==> src/rtl/turing_board_pkg.sv <==
// turing_board_pkg: shared colour constants, board state enum and trigger priority encoder
package turing_board_pkg;
    localparam int BLUE = 0;
    localparam int RED  = 1;

    typedef enum logic [1:0] {START, RUN, HALT} state_e;

    // Lowest set bit wins; result is {found, index[2:0]} for up to eight levers
    function automatic logic [3:0] prio_enc(input logic [7:0] v);
        prio_enc = 4'b0;
        for (int i = 7; i >= 0; i--)
            if (v[i]) prio_enc = {1'b1, 3'(i)};
    endfunction
endpackage

==> src/rtl/turing_hopper.sv <==
// turing_hopper: per-colour ball counter that reloads to full and counts down to empty
module turing_hopper #(
    parameter int BALLS_PER_COLOR = 8
) (
    input  logic clk,
    input  logic rst,
    input  logic load_i,
    input  logic dec_i,
    output logic empty_o
);
    logic [4:0] cnt_q, cnt_d;

    // Reload wins over a release; an empty hopper stays at zero
    always_comb begin
        cnt_d = load_i ? 5'(BALLS_PER_COLOR) : (dec_i && cnt_q != 5'd0) ? cnt_q - 5'd1 : cnt_q;
    end

    // Counter register
    always_ff @(posedge clk) begin
        if (rst) cnt_q <= 5'(BALLS_PER_COLOR);
        else     cnt_q <= cnt_d;
    end

    assign empty_o = cnt_q == 5'd0;
endmodule

==> src/rtl/turing_board_gen.sv <==
// turing_board_gen: hoppers, ball release, current-colour tracking and finished-ball tray
module turing_board_gen
    import turing_board_pkg::*;
#(
    parameter int NUM_COLORS      = 2,
    parameter int BALLS_PER_COLOR = 8,
    parameter int TRAY_DEPTH      = 16,
    parameter int CW              = (NUM_COLORS > 1) ? $clog2(NUM_COLORS) : 1
) (
    input  logic                         clk,
    input  logic                         rst,
    input  logic [NUM_COLORS-1:0]        trigger,
    input  logic                         reload,
    output logic                         ball_valid,
    output logic [CW-1:0]                ball_color,
    output logic [CW-1:0]                current_color,
    output logic                         no_balls,
    output logic [TRAY_DEPTH*CW-1:0]     tray,
    output logic [$clog2(TRAY_DEPTH+1)-1:0] tray_count,
    output logic                         tray_full,
    output logic                         tray_overflow
);
    localparam int TW = $clog2(TRAY_DEPTH + 1);

    state_e                  state_q, state_d;
    logic [3:0]              enc;
    logic                    found, acc, rel, app;
    logic [CW-1:0]           c;
    logic [NUM_COLORS-1:0]   empty;
    logic                    ball_valid_q, ball_valid_d;
    logic [CW-1:0]           ball_color_q, ball_color_d;
    logic [CW-1:0]           current_color_q, current_color_d;
    logic                    no_balls_q, no_balls_d;
    logic                    tray_overflow_q, tray_overflow_d;
    logic [TW-1:0]           tray_count_q, tray_count_d;
    logic [TRAY_DEPTH*CW-1:0] tray_q, tray_d;

    assign enc   = prio_enc(8'(trigger));
    assign found = enc[3];
    assign c     = CW'(enc[2:0]);

    for (genvar h = 0; h < NUM_COLORS; h++) begin : g_hop
        turing_hopper #(.BALLS_PER_COLOR(BALLS_PER_COLOR)) u_hop (
            .clk     (clk),
            .rst     (rst),
            .load_i  (reload),
            .dec_i   (rel && c == CW'(h)),
            .empty_o (empty[h])
        );
    end

    // Accept the lowest lever unless halted or reloading; append the finished ball only while running
    always_comb begin
        acc     = found && state_q != HALT && !reload;
        rel     = acc && !empty[c];
        app     = acc && state_q == RUN;
        state_d = reload ? START : rel ? RUN : acc ? HALT : state_q;
    end

    // State register
    always_ff @(posedge clk) begin
        if (rst) state_q <= START;
        else     state_q <= state_d;
    end

    // Datapath next state: release outputs, sticky flags and tray append without wrap
    always_comb begin
        ball_valid_d    = rel;
        ball_color_d    = rel ? c : ball_color_q;
        current_color_d = reload ? CW'(BLUE) : rel ? c : current_color_q;
        no_balls_d      = !reload && (no_balls_q || (acc && !rel));
        tray_overflow_d = !reload && (tray_overflow_q || (app && tray_full));
        tray_count_d    = reload ? '0 : (app && !tray_full) ? tray_count_q + TW'(1) : tray_count_q;
        tray_d          = reload ? '0 : tray_q;
        for (int k = 0; k < TRAY_DEPTH; k++)
            if (app && !tray_full && tray_count_q == TW'(k)) tray_d[k*CW +: CW] = current_color_q;
    end

    // Datapath registers
    always_ff @(posedge clk) begin
        if (rst) begin
            ball_valid_q    <= 1'b0;
            ball_color_q    <= '0;
            current_color_q <= CW'(BLUE);
            no_balls_q      <= 1'b0;
            tray_overflow_q <= 1'b0;
            tray_count_q    <= '0;
            tray_q          <= '0;
        end else begin
            ball_valid_q    <= ball_valid_d;
            ball_color_q    <= ball_color_d;
            current_color_q <= current_color_d;
            no_balls_q      <= no_balls_d;
            tray_overflow_q <= tray_overflow_d;
            tray_count_q    <= tray_count_d;
            tray_q          <= tray_d;
        end
    end

    assign ball_valid    = ball_valid_q;
    assign ball_color    = ball_color_q;
    assign current_color = current_color_q;
    assign no_balls      = no_balls_q;
    assign tray          = tray_q;
    assign tray_count    = tray_count_q;
    assign tray_full     = tray_count_q == TW'(TRAY_DEPTH);
    assign tray_overflow = tray_overflow_q;
endmodule

==> config.mk <==
export PLATFORM = sky130hd
export DESIGN_NAME = turing_board_gen
export DESIGN_NICKNAME = d
export VERILOG_FILES = /design/src/rtl/turing_board_pkg.sv /design/src/rtl/turing_hopper.sv /design/src/rtl/turing_board_gen.sv
export SDC_FILE = /design/constraint.sdc
export NUM_CORES = 1
export LEC_CHECK = 0
export ABC_AREA = 1
export CAP_MARGIN = 20
export CORE_ASPECT_RATIO = 0.9
export CORE_MARGIN = 2
export CORE_UTILIZATION = 45
export CTS_CLUSTER_DIAMETER = 200
export DETAILED_ROUTE_END_ITERATION = 10
export PLACE_DENSITY_LB_ADDON = 0.25
export SYNTH_ARGS = -nofsm -noshare
export SYNTH_HDL_FRONTEND = slang
export SYNTH_SLANG_ARGS = --single-unit
==> constraint.sdc <==
create_clock -name clk -period 2.1 [get_ports clk]
set_clock_uncertainty 0.1 [all_clocks]
set_input_delay 0.42 -clock clk [delete_from_list [all_inputs] [get_ports clk]]
set_output_delay 0.42 -clock clk [all_outputs]
set_load 0.02 [all_outputs]
==> summary.txt, run 1 <==
Status
  – Run status: completed

Routing
  – Routed Antenna Nets: 0
  – Routed len/inst: 11.2 um
  – Initial DRC count: 95
  – Via/cell ratio: 4.87
  – Drt pass-1 iters: 4
  – Via count: 1,738
  – Final WL: 3.99 mm
  – Remaining DRCs: 0

Floorplan
  – Die height: approximately 66 um
  – Initial Util: 46.9%
  – # IOs: 32
  – Die area: between 0.004 and 0.005 sq mm
  – Die Wd: 72.9 um
  – Core area: 0.00410 sq mm
  – Row count: 22

GRT
  – Busiest layer in global routing: met1
  – GRT met2 Usage: 26.8%
  – GR Util met1: a little over a quarter
  – Total gr overflow: 0
  – Initial antenna violation count: 0
  – Vias in the first global route: 1,584
  – First-pass GRT wire length: 7.06 mm
  – M3 GR Usage: 4.12%
  – Overall Global Routing Usage: 18.9%
  – Largest net degree at the start of global routing: 17

Critical path
  – Crit Path Max Fanout: 5
  – Max incr delay on CP: 0.35 ns
  – Crit Reg-Reg Startpoint: tray_count[1]$_SDFFE_PP0P_
  – Crit end category: output pin
  – Critical path arrival: 1.46 ns
  – R2R cell count: 9
  – Worst path cell trace: inv_1, ha_1, nand3_2, inv_1, clkdlybuf4s15_1
  – R2r setup slk: 0.35 ns
  – CP required: 1.58 ns
  – Critical Path Source Type: flop
  – Kind of critical path: reg2out
  – RR Endpoint: tray[6]$_SDFFE_PP0P_
  – Slowest-stage cell, CP: dfxtp_1
  – Most frequent CP cell: inv_1

Timing
  – Post-route setup TNS: 0 ns
  – Crit share post-route: 94.1%
  – Achievable clock frequency: approximately 510 MHz
  – RSZ-0062 raised after global routing: no
  – Max transition margin: a little under three quarters
  – Final Max Tran Viols: 0
  – Worst Tran Pin Value: 0.421 ns
  – Final Hold Viols: 0
  – Final min period: 1.98 ns
  – Final setup slack of the worst path: 0.124 ns
  – # setup viols final: 0

Logic synthesis
  – Syn Nets: 279
  – Synth Register Bits: 38
  – Synth Instances: about 270
  – Syn_area_per_cell: approximately 7.2 sq um
  – Synthesized cell area: ~0.0019 sq mm
  – Register area share after synthesis: 39.5%
  – Syn. warnings: 0
  – Unique cell type count in the Yosys netlist: 28

Place
  – Placed cell count: 349
  – Placed Area: 0.00233 sq mm
  – IO Port Bufs: 31
  – Global placer's final weighted congestion: 0.821
  – Final HPWL DP: 2.92 mm
  – Pre-CTS setup slack: between 0.03 and 0.04 ns

Clock tree
  – Clock sinks: 38
  – Cts hold-fix bufs: 0
  – Clock Latency Late Sink: 0.29 ns
  – Post-CTS setup buffers: 0
  – TritonCTS clock tree: yes
  – # H-tree levels: 2
  – Clock buffers created by TritonCTS: 5
  – Clock Root Buffer: clkbuf_8
  – CTS resizes: 1
  – Register clock-pin slew on the reported worst setup and hold paths: roughly 0.07 ns
  – Clock buffer depth: 2

Hold path
  – Hold Path Origin: g_hop[0].u_hop.cnt_q[4]$_SDFFE_PP0P_
  – End of the worst hold path: g_hop[0].u_hop.cnt_q[4]$_SDFFE_PP0P_
  – Hold WC Path Type: reg2reg
  – Hold Path Depth: 2

Flow run
  – Maxcap violations: 0

Finish
  – Fin cells: between 300 and 400
  – Post-route cell area: about 0.0024 sq mm
  – Fillers: roughly 380
  – Area grow syn2layout: 25.7%
  – Layout cells sized above 1: 10.0%
  – Antenna Cells: 0
  – Final Net Count: 320

Pwr
  – Maximum vdd ir drop: ~410 uV
  – Final Power: 1380 uW
  – Pwr Density: around 570 mW/mm^2
  – Leak: 0.000977 uW
-- how the worst max path moves through the flow --
stage                                     from                   end  slack, ns  cells after the start
floorplan           tray_count[0]$_SDFFE_PP0P_  tray[1]$_SDFFE_PP0P_       0.46                      9
global placement                    trigger[0]  tray[8]$_SDFFE_PP0P_       0.08                      7
detailed placement                  trigger[0]  tray[2]$_SDFFE_PP0P_       0.04                      8
CTS                 tray_count[1]$_SDFFE_PP0P_             tray_full       0.07                      5
global route        tray_count[1]$_SDFFE_PP0P_             tray_full       0.02                      5
finish              tray_count[1]$_SDFFE_PP0P_             tray_full       0.12                      5
-- logic make-up after synthesis --
group           count (synthesis)  synth area share [%]
compound gates                 39                  11.7
xor+xnor                        2                 0.910
fa+ha+maj                       7                  4.55
buf+inv                        42                  8.58
flops                          38                  39.5
simple gates                  139                  34.7
-- metrics by stage --
step                hold slack, ns  utilization (%)
floorplan                    0.322                -
CTS                          0.350             59.0
finish                       0.350             59.0
global route                 0.383             59.0
global placement             0.330             56.8
detailed placement           0.341             56.8
-- placed cells by master (no fill, tap or decap), types with 3 or more instances in the layout --
cell / synthesis / layout
a21boi_1: 3 / 3
clkdlybuf4s50_1: 0 / 30
dfxtp_1: 38 / 38
o21ai_0: 10 / 10
clkbuf_8: 0 / 6
buf_4: 0 / 8
ha_1: 7 / 7
nor3_1: 5 / 5
nand4_1: 4 / 4
a21oi_1: 20 / 20
nor2_4: 7 / 7
nand2_1: 57 / 57
nand3_1: 24 / 24
nor2_1: 35 / 35
inv_1: 35 / 35
-- layer usage --
layer / share of wire (%) / up-vias
li1: - / 933
met1: 54 / 762
met2: 40 / 36
met3: 3.6 / 7
met4: 2.1 / 0
met5: 0 / -
-- registers in the layout, summed over array words and instances (netlist names) --
| name | count |
|---|---|
| ball_color | 1 |
| ball_valid | 1 |
| current_color | 1 |
| g_hop.u_hop.cnt_q | 10 |
| no_balls | 1 |
| state_q | 2 |
| tray | 16 |
| tray_count | 5 |
| tray_overflow | 1 |
-- where the power goes --
part	switching (uW)	total [uW]	internal (uW)
combinational	80.4	125	44.7
sequential	6.18	736	730
clock	257	522	265
total	343	1380	1040
-- cell usage after synthesis --
cell | count | share of area (%)
nand3_2 | 2 | 1.0
nor3_1 | 5 | 1.3
nor2_8 | 1 | 1.0
nor2_4 | 7 | 4.1
clkbuf_1 | 3 | 0.59
a22oi_1 | 1 | 0.39
a21boi_0 | 2 | 0.78
inv_2 | 1 | 0.19
nand3_1 | 24 | 6.2
xor2_1 | 2 | 0.91
nand2_2 | 2 | 0.65
o21a_1 | 1 | 0.39
inv_1 | 35 | 6.8
nor3_2 | 1 | 0.52
ha_1 | 7 | 4.6
nand2_4 | 1 | 0.59
buf_6 | 1 | 0.59
nor2_1 | 35 | 6.8
nand2_1 | 57 | 11
dfxtp_1 | 38 | 40
a31oi_1 | 1 | 0.33
o21ai_0 | 10 | 2.6
clkinv_1 | 1 | 0.19
o21ai_4 | 1 | 0.85
a21boi_1 | 3 | 1.2
nand4_1 | 4 | 1.3
a21oi_1 | 20 | 5.2
buf_1 | 1 | 0.19
-- worst max-delay path, delay by kind of cell, from the launching register on --
family | cells | cell delay, ns
adder cells (fa/ha/maj) | 1 | 0.21
buffers and inverters | 3 | 0.51
AND/OR/NAND/NOR | 1 | 0.10
flip-flops | 1 | 0.35
-- final cells by class --
class / count / area [sq um] / area share, %
Tap cell: 48 / 60.1 / 2.48
Multi-Input combinational cell: 187 / 998 / 41.3
Sequential cell: 38 / 761 / 31.4
Inverter: 37 / 139 / 5.74
Clock buffer: 7 / 86.3 / 3.57
Clock inverter: 1 / 5.00 / 0.207
Timing Repair Buffer: 39 / 370 / 15.3
(Power assumes the default switching activity.)
==> run 2, diff against run 1 <==
--- a/config.mk
+++ b/config.mk
@@ -11,8 +11,10 @@
 export CORE_MARGIN = 2
 export CORE_UTILIZATION = 45
 export CTS_CLUSTER_DIAMETER = 200
+export CTS_CLUSTER_SIZE = 10
 export DETAILED_ROUTE_END_ITERATION = 10
 export PLACE_DENSITY_LB_ADDON = 0.25
+export REMOVE_ABC_BUFFERS = 1
 export SYNTH_ARGS = -nofsm -noshare
 export SYNTH_HDL_FRONTEND = slang
 export SYNTH_SLANG_ARGS = --single-unit
==> constraint.sdc (replaced) <==
create_clock -name clk -period 2.1 [get_ports clk]
set_clock_uncertainty 0.1 [all_clocks]
set_input_delay 0.315 -clock clk [delete_from_list [all_inputs] [get_ports clk]]
set_output_delay 0.315 -clock clk [all_outputs]
set_load 0.02 [all_outputs]
==> run 2 against run 1 <==
- global-route usage grew 0.069 points
- non-clock buffer count shrank 3
- power shrank 0.44%
- die area is the same
- sequential share of layout area grew 0.35 points
- register-to-register slack gained 0.09 ns
- maximum frequency grew 0.78%
- routed wire length grew 5.0%
- worst hold slack lost 0.0053 ns
- first-iteration DRC count grew 36%
- via count grew 0.92%
- critical endpoint unchanged
- largest power group unchanged
==> summary.txt, run 2 (same netlist as run 1, synthesis figures left out) <==
Critical path
  – CP Buf/Inv Count: 3
  – Critical Path Source Type: flop
  – Critical path arrival: approximately 1.6 ns
  – Most frequent CP cell: inv_1
  – Worst path cell trace: inv_1, ha_1, nand3_2, inv_1, dlygate4sd2_1
  – Kind of critical path: reg2out
  – Max incr delay on CP: 0.35 ns
  – Crit end category: output pin
  – CP required: 1.68 ns
  – Crit Path Max Fanout: 5
  – CP top delay family: buffers and inverters
  – Slowest-stage cell, CP: dfxtp_2

Finish
  – Layout cells sized above 1: 9.48%
  – Most frequent cells in the layout: nand2_1 (57), dfxtp_1 (37), inv_1 (35), nor2_1 (35), clkdlybuf4s50_1 (30)
  – Final Net Count: 317
  – Fillers: 395
  – Most common cell after layout, fill and taps aside: nand2_1
  – Antenna Cells: 0
  – Largest register FFs: 16
  – Fin util: 58.5%
  – Area grow syn2layout: 24.6%

Routing
  – Drt pass-1 iters: 4
  – Initial DRC count: 129
  – WL met2: 1.78 mm
  – Metal3 WL: 275 um
  – Routed Antenna Nets: 0
  – Final WL: between 4 and 5 mm
  – Via count: roughly 1,800
  – Routed len/inst: approximately 12 um
  – Max layer used: met4
  – Via/cell ratio: 4.95
  – Remaining DRCs: 0
  – Met1 Routed Length: roughly 2.1 mm

Clock tree
  – Clock sinks: 38
  – TritonCTS clock tree: yes
  – Clock buffer depth: 2
  – Cts hold-fix bufs: 0
  – # H-tree levels: 2
  – Post-CTS setup buffers: 0
  – Clock Root Buffer: clkbuf_8
  – Clock buffers created by TritonCTS: 5
  – Clock Latency Late Sink: 0.29 ns
  – Register clock-pin slew on the reported worst setup and hold paths: ~0.07 ns

Status
  – Run status: completed

Place
  – Global placer's final weighted congestion: 0.888
  – Final HPWL DP: 3.10 mm
  – IO Port Bufs: 31

Pwr
  – Sw Ratio: between 20 and 25%
  – Pwr Density: about 570 mW/mm^2
  – Leak: 0.000966 uW
  – Logic pwr share: 9.0%
  – Maximum vdd ir drop: 543 uV
  – Seq pwr share: 53.5%
  – Psw: around 340 uW
  – Int Power: 1040 uW
  – Power share of the clock group: 37.5%
  – Final Power: 1380 uW

Timing
  – Max transition margin: a little under three quarters
  – Worst Tran Pin Value: 0.434 ns
  – Final Max Tran Viols: 0
  – Final Hold Viols: 0
  – # setup viols final: 0
  – Achievable clock frequency: 510 MHz
  – Crit share post-route: 93.4%
  – Final min period: slightly below 2 ns
  – RSZ-0062 raised after global routing: no
  – Post-route setup TNS: 0 ns

Floorplan
  – Row count: 22
  – Initial Util: 46.9%
  – Die Wd: 72.9 um
  – # IOs: 32
  – Core area: 0.00410 sq mm
  – Die height: 66.0 um
  – Die area: approximately 0.0048 sq mm

GRT
  – Vias in the first global route: 1,524
  – Overall Global Routing Usage: 18.9%
  – Total gr overflow: 0
  – Largest net degree at the start of global routing: 17
  – First-pass GRT wire length: 7.12 mm
  – Initial antenna violation count: 0

Hold path
  – Hold WC Path Type: reg2reg

Flow run
  – Maxcap violations: 0
[run 2: cell count changes in the layout (fill, tap and decap cells not counted)]
cell	before	now
clkdlybuf4s15_1	1	0
dfxtp_1	38	37
dfxtp_2	0	1
buf_4	8	5
dlygate4sd2_1	0	1
[run 2: stage by stage]
stage                     hold WS, ns  cells  setup WS [ns]  cell area, sq um
after global placement          0.329    346          0.135              2310
after floorplan                 0.284    262          0.460              1900
after detailed placement        0.336    346          0.100              2310
after global routing            0.385    354         0.0165              2400
final                           0.345    354          0.139              2400
after CTS                       0.348    354          0.113              2400
[run 2: layer usage]
layer,track usage (%),vias up
met5,0,-
li1,-,923
met1,27.4,767
met4,5.56,0
met3,4.27,4
met2,28.1,60
[run 2: final cells by class]
type	count	area (sq um)	share of cell area [%]
Multi-Input combinational cell	187	998	41.6
Sequential cell	38	762	31.8
Timing Repair Buffer	36	347	14.5
Inverter	37	139	5.79
Clock buffer	7	86.3	3.60
Tap cell	48	60.1	2.51
Clock inverter	1	5.00	0.209
[run 2: final timing paths]
kind / from / end / slack [ns] / depth (start not counted)
max: tray_count[0]$_SDFFE_PP0P_ / tray_full / 0.14 / 5
min: g_hop[0].u_hop.cnt_q[4]$_SDFFE_PP0P_ / g_hop[0].u_hop.cnt_q[4]$_SDFFE_PP0P_ / 0.34 / 2
max reg2reg: tray_count[1]$_SDFFE_PP0P_ / tray[6]$_SDFFE_PP0P_ / 0.44 / 8
min reg2reg: g_hop[0].u_hop.cnt_q[4]$_SDFFE_PP0P_ / g_hop[0].u_hop.cnt_q[4]$_SDFFE_PP0P_ / 0.34 / 2
[run 2: power groups by stage]
stage	registers, uW	logic [uW]	clock network (uW)
after floorplan	757	78.0	0
after global placement	753	122	0
after detailed placement	753	124	0
after CTS	736	124	528
after global routing	738	140	556
final	737	124	516
[run 2: what timing repair did]
item	in CTS	in global routing
endpoints found under the hold margin	0	0
resized for setup	1	1
setup endpoints to repair	1	1
[run 2: tightest hold or removal path, delay by kind of cell (launching register included)]
family	cells	cell delay, ns
AO/OA/AOI/OAI	1	0.03
flip-flops	1	0.32
AND/OR/NAND/NOR	1	0.06
